==> src/rtl/lfsr_rng.sv <==
// rtl/lfsr_rng.sv - parametrised Fibonacci LFSR with a bounded mask-and-reject range request port
module lfsr_rng #(
    parameter int               WIDTH     = 16,
    parameter logic [WIDTH-1:0] TAPS      = 16'hB400,
    parameter logic [WIDTH-1:0] SEED      = 16'hACE1,
    parameter int               OUT_W     = 8,
    parameter int               MAX_TRIES = 4
) (
    input  logic             clk,
    input  logic             rst,
    input  logic             en,
    input  logic             seed_load,
    input  logic [WIDTH-1:0] seed_in,
    input  logic             req_valid,
    output logic             req_ready,
    input  logic [OUT_W-1:0] req_limit,
    output logic             rsp_valid,
    input  logic             rsp_ready,
    output logic [OUT_W-1:0] rsp_value,
    output logic [WIDTH-1:0] q
);

    localparam int TRY_W = (MAX_TRIES > 1) ? $clog2(MAX_TRIES) : 1;
    localparam logic [TRY_W-1:0] LAST_TRY = TRY_W'(MAX_TRIES - 1);

    typedef enum logic [1:0] {
        IDLE,
        DRAW,
        RESP
    } state_t;

    state_t           state;
    logic [OUT_W-1:0] limit_r;
    logic [OUT_W-1:0] mask_r;
    logic [TRY_W-1:0] tries;

    logic             fb;
    logic [WIDTH-1:0] q_step;
    logic [WIDTH-1:0] seed_val;
    logic [OUT_W-1:0] cand;
    logic             advance;

    // Smear every set bit downward: yields the smallest 2^k-1 covering v.
    function automatic logic [OUT_W-1:0] cover_mask(input logic [OUT_W-1:0] v);
        logic [OUT_W-1:0] m;
        m = v;
        for (int i = 1; i < OUT_W; i++) begin
            m = m | (v >> i);
        end
        return m;
    endfunction

    always_comb begin
        fb       = ^(q & TAPS);
        q_step   = {q[WIDTH-2:0], fb};
        seed_val = (seed_in == '0) ? SEED : seed_in;
        cand     = q[OUT_W-1:0] & mask_r;
        advance  = en | (state == DRAW);
    end

    always_ff @(posedge clk) begin
        if (rst) begin
            q         <= SEED;
            state     <= IDLE;
            req_ready <= 1'b1;
            rsp_valid <= 1'b0;
            rsp_value <= '0;
            tries     <= '0;
            limit_r   <= '0;
            mask_r    <= '0;
        end else begin
            // Load beats advance; a DRAW candidate always sees the pre-edge q.
            if (seed_load) begin
                q <= seed_val;
            end else if (advance) begin
                q <= q_step;
            end

            case (state)
                IDLE: begin
                    if (req_valid) begin
                        limit_r   <= req_limit;
                        mask_r    <= cover_mask(req_limit);
                        tries     <= '0;
                        state     <= DRAW;
                        req_ready <= 1'b0;
                    end
                end
                DRAW: begin
                    if (cand <= limit_r) begin
                        rsp_value <= cand;
                        rsp_valid <= 1'b1;
                        state     <= RESP;
                    end else if (tries == LAST_TRY) begin
                        // cand is below 2*limit+2 here, so halving lands inside the range.
                        rsp_value <= cand >> 1;
                        rsp_valid <= 1'b1;
                        state     <= RESP;
                    end else begin
                        tries <= tries + TRY_W'(1);
                    end
                end
                RESP: begin
                    if (rsp_ready) begin
                        rsp_valid <= 1'b0;
                        req_ready <= 1'b1;
                        state     <= IDLE;
                    end
                end
                default: begin
                    rsp_valid <= 1'b0;
                    req_ready <= 1'b1;
                    state     <= IDLE;
                end
            endcase
        end
    end

endmodule

==> config.mk <==
export PLATFORM = sky130hd
export DESIGN_NAME = lfsr_rng
export DESIGN_NICKNAME = d
export VERILOG_FILES = /design/src/rtl/lfsr_rng.sv
export SDC_FILE = /design/constraint.sdc
export NUM_CORES = 1
export LEC_CHECK = 0
export ABC_AREA = 1
export CAP_MARGIN = 30
export CORE_MARGIN = 3
export CORE_UTILIZATION = 45
export CTS_CLUSTER_DIAMETER = 100
export CTS_CLUSTER_SIZE = 8
export DETAILED_ROUTE_END_ITERATION = 16
export MAX_ROUTING_LAYER = met4
export PLACE_DENSITY = 0.76
export SYNTH_ARGS = -nofsm -noshare
export SYNTH_HDL_FRONTEND = slang
export SYNTH_SLANG_ARGS = --single-unit
==> constraint.sdc <==
create_clock -name clk -period 1.6 [get_ports clk]
set_input_delay 0.4 -clock clk [delete_from_list [all_inputs] [get_ports clk]]
set_output_delay 0.4 -clock clk [all_outputs]
set_load 0.005 [all_outputs]
## Word level (Yosys, flattened, before mapping)

Cells that the tools add are included.

| storage, ports and cells | value |
|---|---|
| flip-flop bits (word level) | 46 |
| logic and storage cells | 62 |
| output and inout bits | 26 |
| input bits | 30 |

| cells by class | value |
|---|---|
| order comparisons | 1 |
| add/sub/neg operators | 1 |
| reduce and logical (&&, ||, !) cells | 12 |
| muxes and demuxes | 21 |
| equality and inequality tests | 8 |
| bitwise logic cells | 11 |

Operators by type and width:

| cell | number |
|---|---|
| two-way mux 16 bit | 3 |
| zero test 16 bit | 1 |
| two-way mux 8 bit | 2 |
| parity 16 bit | 1 |
| two-way mux 2 bit | 7 |
| AND reduction 3 bit | 3 |
| AND 8 bit | 1 |
| <= comparator 8 bit | 1 |
| inequality test 2 bit, second input constant | 4 |
| OR 8 x 1 -> 8 bit | 1 |
| OR 8 x 2 -> 8 bit | 1 |
| OR 8 x 3 -> 8 bit | 1 |
| OR 8 x 4 -> 8 bit | 1 |
| OR 8 x 5 -> 8 bit | 1 |
| OR 8 x 6 -> 8 bit | 1 |
| OR 8 x 7 -> 8 bit | 1 |
| case mux 1 bit (3 select lines) | 2 |
| case mux 2 bit (3 select lines) | 1 |
| nonzero test 2 bit | 3 |
| two-way mux 1 bit | 5 |
| equality test 2 bit, second input constant | 2 |
| case mux 2 bit (2 select lines) | 1 |
| AND reduction 2 bit | 2 |
| AND reduction 4 bit | 1 |
| 6 further kinds | 7 |

## Depth between registers and ports, before layout

| depth | value |
|---|---|
| depth in word-level cells | 7 |
| depth in mapped cells | 15 |
| mapped depth without buffers | 14 |

## Least setup slack after synthesis

Ideal clock, no wire load.

| path | value |
|---|---|
| path kind | reg2reg |
| from | reg q[5] |
| to | reg rsp_value[6] |
| path slack | -0.086 ns |
| period minus slack after synthesis | 1.686 ns |
| required time | 1.487 ns |
| path buffers | 1 |
| library setup time | 0.113 ns |
| stages on the path, launching flop included | 14 |
| arrival time | 1.573 ns |
| path through | dfxtp_1 nand2_1 inv_1 ha_1 nand3_1 a21oi_4 nand2_2 nand2_4 nand3b_4 nand2_4 buf_8 nand2_1 nand2_1 nor2_1 |

| on the way | value |
|---|---|
| longest elaborated chain between the ends | 4 |
| elaborated cells between the ends (all ways) | 5 |
| classes of those cells | 1 x order compare; 1 x mux; 1 x bitwise; 2 x reduce/logical |

RTL lines:

| item | line | text |
|---|---|---|
| from (decl) | 20 | `output logic [WIDTH-1:0] q` |
| from (signal assigned) | 74 | `q <= seed_val;` |
| from (signal assigned) | 76 | `q <= q_step;` |
| AND 8 bit * | 57 | `cand = q[OUT_W-1:0] & mask_r;` |
| <= comparator 8 bit * | 90 | `if (cand <= limit_r) begin` |
| nonzero test 2 bit (no line) | n/a |  |
| AND reduction 2 bit (no line) | n/a |  |
| to (signal assigned) | 91 | `rsp_value <= cand;` |
| to (signal assigned) | 96 | `rsp_value <= cand >> 1;` |
| to (decl) | 19 | `output logic [OUT_W-1:0] rsp_value,` |

Every way passes the cells marked *; elsewhere a longest branch is shown, timed or not.
A chain may end at the register's enable or synchronous reset.

## Worst setup path after layout

| path | value |
|---|---|
| from | reg q[3] |
| to | reg rsp_value[0] |

Same word-level chain as after synthesis.

==> metrics.md <==
| Metric | Value |
|---|---|
| Initial Util | `0.483` |
| Final worst setup slack | `-0.191 ns` |
| Int Pwr | `2.32 mW` |
| Layout cell share with drive strength beyond 1 | `0.329` |
| Number of max-cap violations | `0` |
| Crit path kind | `flip-flop to flip-flop` |
| Synth warn | `0` |
| Total negative slack | `-1.86 ns` |
| Die Y | `78.6 um` |
| Core ar. | `0.00491 mm^2` |
| Die width | `78.6 um` |
| Total Die Area | `0.00617 mm^2` |
| Clock Skew | `0.00752 ns` |
| Sequential-to-total area share from yosys stat | `0.380` |
| All-layer global routing usage | `0.223` |
| LEAKAGE | `1.76 nW` |
| Crit path cell chain | `nand2_2 > inv_2 > ha_4 > nand2_2 > inv_1 > nand2_1 > nand2_2 > nand2_4 > buf_6 > a21boi_4 > nand2_1 > o21ai_1 > nor2_1 > nor2_1` |
| Cell Pwr Density | `933 mW/mm^2` |
| CTS tree | `done` |
| RSZ-0062 raised after global routing | `true` |
| Worst-Margin Slew | `0.403 ns` |
| Area delta synth->final | `58.9%` |
| F_max | `558 MHz` |
| Overflow after GRT | `0` |
| Worst path buffer plus inverter count | `3` |
| Post-synthesis instance total | `341` |
| Critical Path RT | `1.85 ns` |
| Syn_nets | `379` |
| Minimum clock period | `1.79 ns` |
| Critical Path AT | `2.04 ns` |
| Clock transition at path regs | `0.09 ns` |
| Failing checks | `negative setup slack` |
| Slowest CP cell | `dfxtp_2` |
| Number of antenna violations at the first check in global routing | `0` |
| Post-synthesis cell type count | `35` |
| HPWL after DPL | `4.59 mm` |
| Root buffer cell | `clkbuf_8` |
| DRC violations left | `0` |
| Logic gate share of total power | `0.397` |
| Setup Viol. Count Final | `13` |
| Cell family with most CP delay | `simple AND/OR/NAND/NOR gates` |
| Sw Ratio | `0.341` |
| Clock power frac | `0.224` |
| Switch Pwr | `1.20 mW` |
| Total length of routed wires | `6.98 mm` |
| Skew-Pair Late Insertion Delay | `0.30 ns` |
| GP Congestion | `0.874` |
| Final Hold Fails | `0` |
| Pins Over Slew Limit | `0` |
| Largest net degree at the start of global routing | `22` |
| Synth Area per Inst | `6.95 um^2` |
| Worst VDD drop | `0.543 mV` |
| Rows | `25` |
| Post-detailed-route count of antenna-violating nets | `0` |
| CTS sink cnt | `45` |
| Vias | `2587` |
| Final period util | `1.12` |
| Crit start category | `flip-flop` |
| Final #Nets | `490` |
| Vias in the first global route | `2356` |
| Pre-CTS WS | `-0.186 ns` |
| Average wire per standard cell | `13.4 um` |
| Num CTS Buffers | `5` |
| IO Count | `56` |
| H-tree levels | `2` |
| Crit. End Element | `flip-flop` |
| Crit-path most repeated cell | `nand2_2` |
| Worst-path fanout max | `3` |
| Post-DR vias/cell | `4.98` |
| Seq cells post-synth | `45` |
| ANT cells | `0` |
| Max stage delay on crit path | `0.34 ns` |
| I/O Buffers | `55` |
| Iter 0 DRT Violations | `139` |
| Tightest Hold Check Type | `flip-flop to flip-flop` |
| First drt pass iteration count | `5` |
| Seq pwr share | `0.380` |
| Status | `complete, but fails checks` |
| CTS Buffer Depth | `2` |
| Mapped Area | `0.00237 mm^2` |
| First-pass GRT wire length | `10.7 mm` |
| Relative max-transition margin | `0.731` |
==> cells in the mapped netlist <==
cell type / instances / area share
nand2_1: 91 / 0.14
inv_1: 46 / 0.073
dfxtp_1: 45 / 0.38
a21oi_1: 33 / 0.070
nor2_1: 31 / 0.049
o21ai_0: 28 / 0.059
ha_1: 8 / 0.042
nand3_1: 8 / 0.017
clkbuf_1: 6 / 0.0095
nor4_1: 4 / 0.011
o21ai_1: 4 / 0.0084
a31oi_1: 3 / 0.0079
buf_2: 3 / 0.0063
buf_6: 3 / 0.014
nand2_2: 3 / 0.0079
nand2_4: 3 / 0.014
nand4_1: 2 / 0.0053
o21ai_2: 2 / 0.0074
xnor2_1: 2 / 0.0074
a21boi_1: 1 / 0.0032
a21oi_2: 1 / 0.0037
a21oi_4: 1 / 0.0069
a311oi_2: 1 / 0.0063
buf_1: 1 / 0.0016
buf_8: 1 / 0.0063
inv_2: 1 / 0.0016
inv_4: 1 / 0.0026
nand3_2: 1 / 0.0042
nand3b_4: 1 / 0.0084
nor2_2: 1 / 0.0026
nor2_4: 1 / 0.0048
nor3_1: 1 / 0.0021
nor3_4: 1 / 0.0069
or2_2: 1 / 0.0026
or3_1: 1 / 0.0026
==> layout make-up <==
| cell class | count | area [um^2] |
|---|---|---|
| inverter | 48 | 183 |
| multi-input combinational | 235 | 1430 |
| timing repair buffer | 117 | 1040 |
| clock inverter | 1 | 5.00 |
| clock buffer | 7 | 96.3 |
| tap | 67 | 83.8 |
| fill | 383 | 1140 |
| sequential | 45 | 932 |
==> cells in the final DEF (no fill, tap or decap), types with 2 or more instances in the layout <==
master	Yosys	layout
a21oi_1	33	30
a21oi_2	1	4
a31oi_1	3	3
buf_4	0	59
buf_6	3	2
clkbuf_8	0	7
clkdlybuf4s50_1	0	43
dfxtp_1	45	26
dfxtp_2	0	16
dfxtp_4	0	3
dlygate4sd2_1	0	7
dlymetal6s2s_1	0	5
ha_1	8	3
ha_4	0	5
inv_1	46	40
inv_2	1	7
nand2_1	91	73
nand2_2	3	18
nand2_4	3	2
nand2_8	0	5
nand3_1	8	6
nand3_2	1	2
nand4_1	2	2
nor2_1	31	26
nor2_2	1	6
nor4_1	4	4
o21ai_0	28	27
o21ai_1	4	5
o21ai_2	2	2
xnor2_1	2	2
==> per-stage QoR <==
stage          instances  total power, mW  utilization  hold WS, ns  cell area [um^2]
6_report             520             3.51        0.767        0.464              3770
5_1_grt              520             3.73        0.767        0.482              3770
4_1_cts              508             3.30        0.725        0.467              3560
3_5_place_dp         493             2.41        0.675        0.448              3310
3_3_place_gp         493             2.39        0.675        0.446              3310
2_1_floorplan        341             1.98            -        0.435              2430
==> power groups by stage <==
stage | registers, mW | logic, mW | clock network [mW]
2_1_floorplan | 1.35 | 0.635 | 0
3_3_place_gp | 1.35 | 1.04 | 0
3_5_place_dp | 1.35 | 1.06 | 0
4_1_cts | 1.33 | 1.18 | 0.783
5_1_grt | 1.35 | 1.51 | 0.861
6_report | 1.33 | 1.39 | 0.785
==> final timing paths <==
check,start,to,slack (ns),cells after the start
worst max register to register,q[3],rsp_value[0],-0.19,14
worst min register to register,rsp_valid,rsp_valid,0.46,2
worst max-delay path,q[3],rsp_value[0],-0.19,14
worst min-delay path,rsp_valid,rsp_valid,0.46,2
==> worst min-delay path, delay by kind of cell (launching register included) <==
family	cells	cell delay [ns]
DFF	1	0.32
and+or+nand+nor	1	0.06
AOI/OAI and AO/OA	1	0.05
==> flip-flops by register name, indices dropped and copies added, names as in the netlist <==
signal,cells
limit_r,8
mask_r,7
q,16
req_ready,1
rsp_valid,1
rsp_value,8
state,2
tries,2
==> metal layers <==
metal	track usage	routed length (um)
met2	0.384	3650
met1	0.259	2840
met5	-	0
met3	0.0470	333
met4	0.0734	160
==> cell families (layout without fill, tap and decap cells) <==
logic type | after synthesis | in the layout | share of synthesized area
AO/OA/AOI/OAI | 74 | 74 | 0.173
XOR/XNOR | 2 | 2 | 0.00739
adder cells (fa/ha/maj) | 8 | 8 | 0.0422
buffers and inverters | 62 | 173 | 0.115
flip-flops | 45 | 45 | 0.380
AND/OR/NAND/NOR | 150 | 151 | 0.282
==> repair_timing <==
| item | 4_1_cts | 5_1_grt |
|---|---|---|
| gates resized for setup | 40 | 32 |
| pin swaps | 9 | 22 |
| setup endpoints to repair | 24 | 29 |
| setup buffers | 6 | 12 |
| cloned | 1 | 0 |
| hold buffers | 0 | 0 |
No activity file was read; power rests on OpenSTA's default activity.
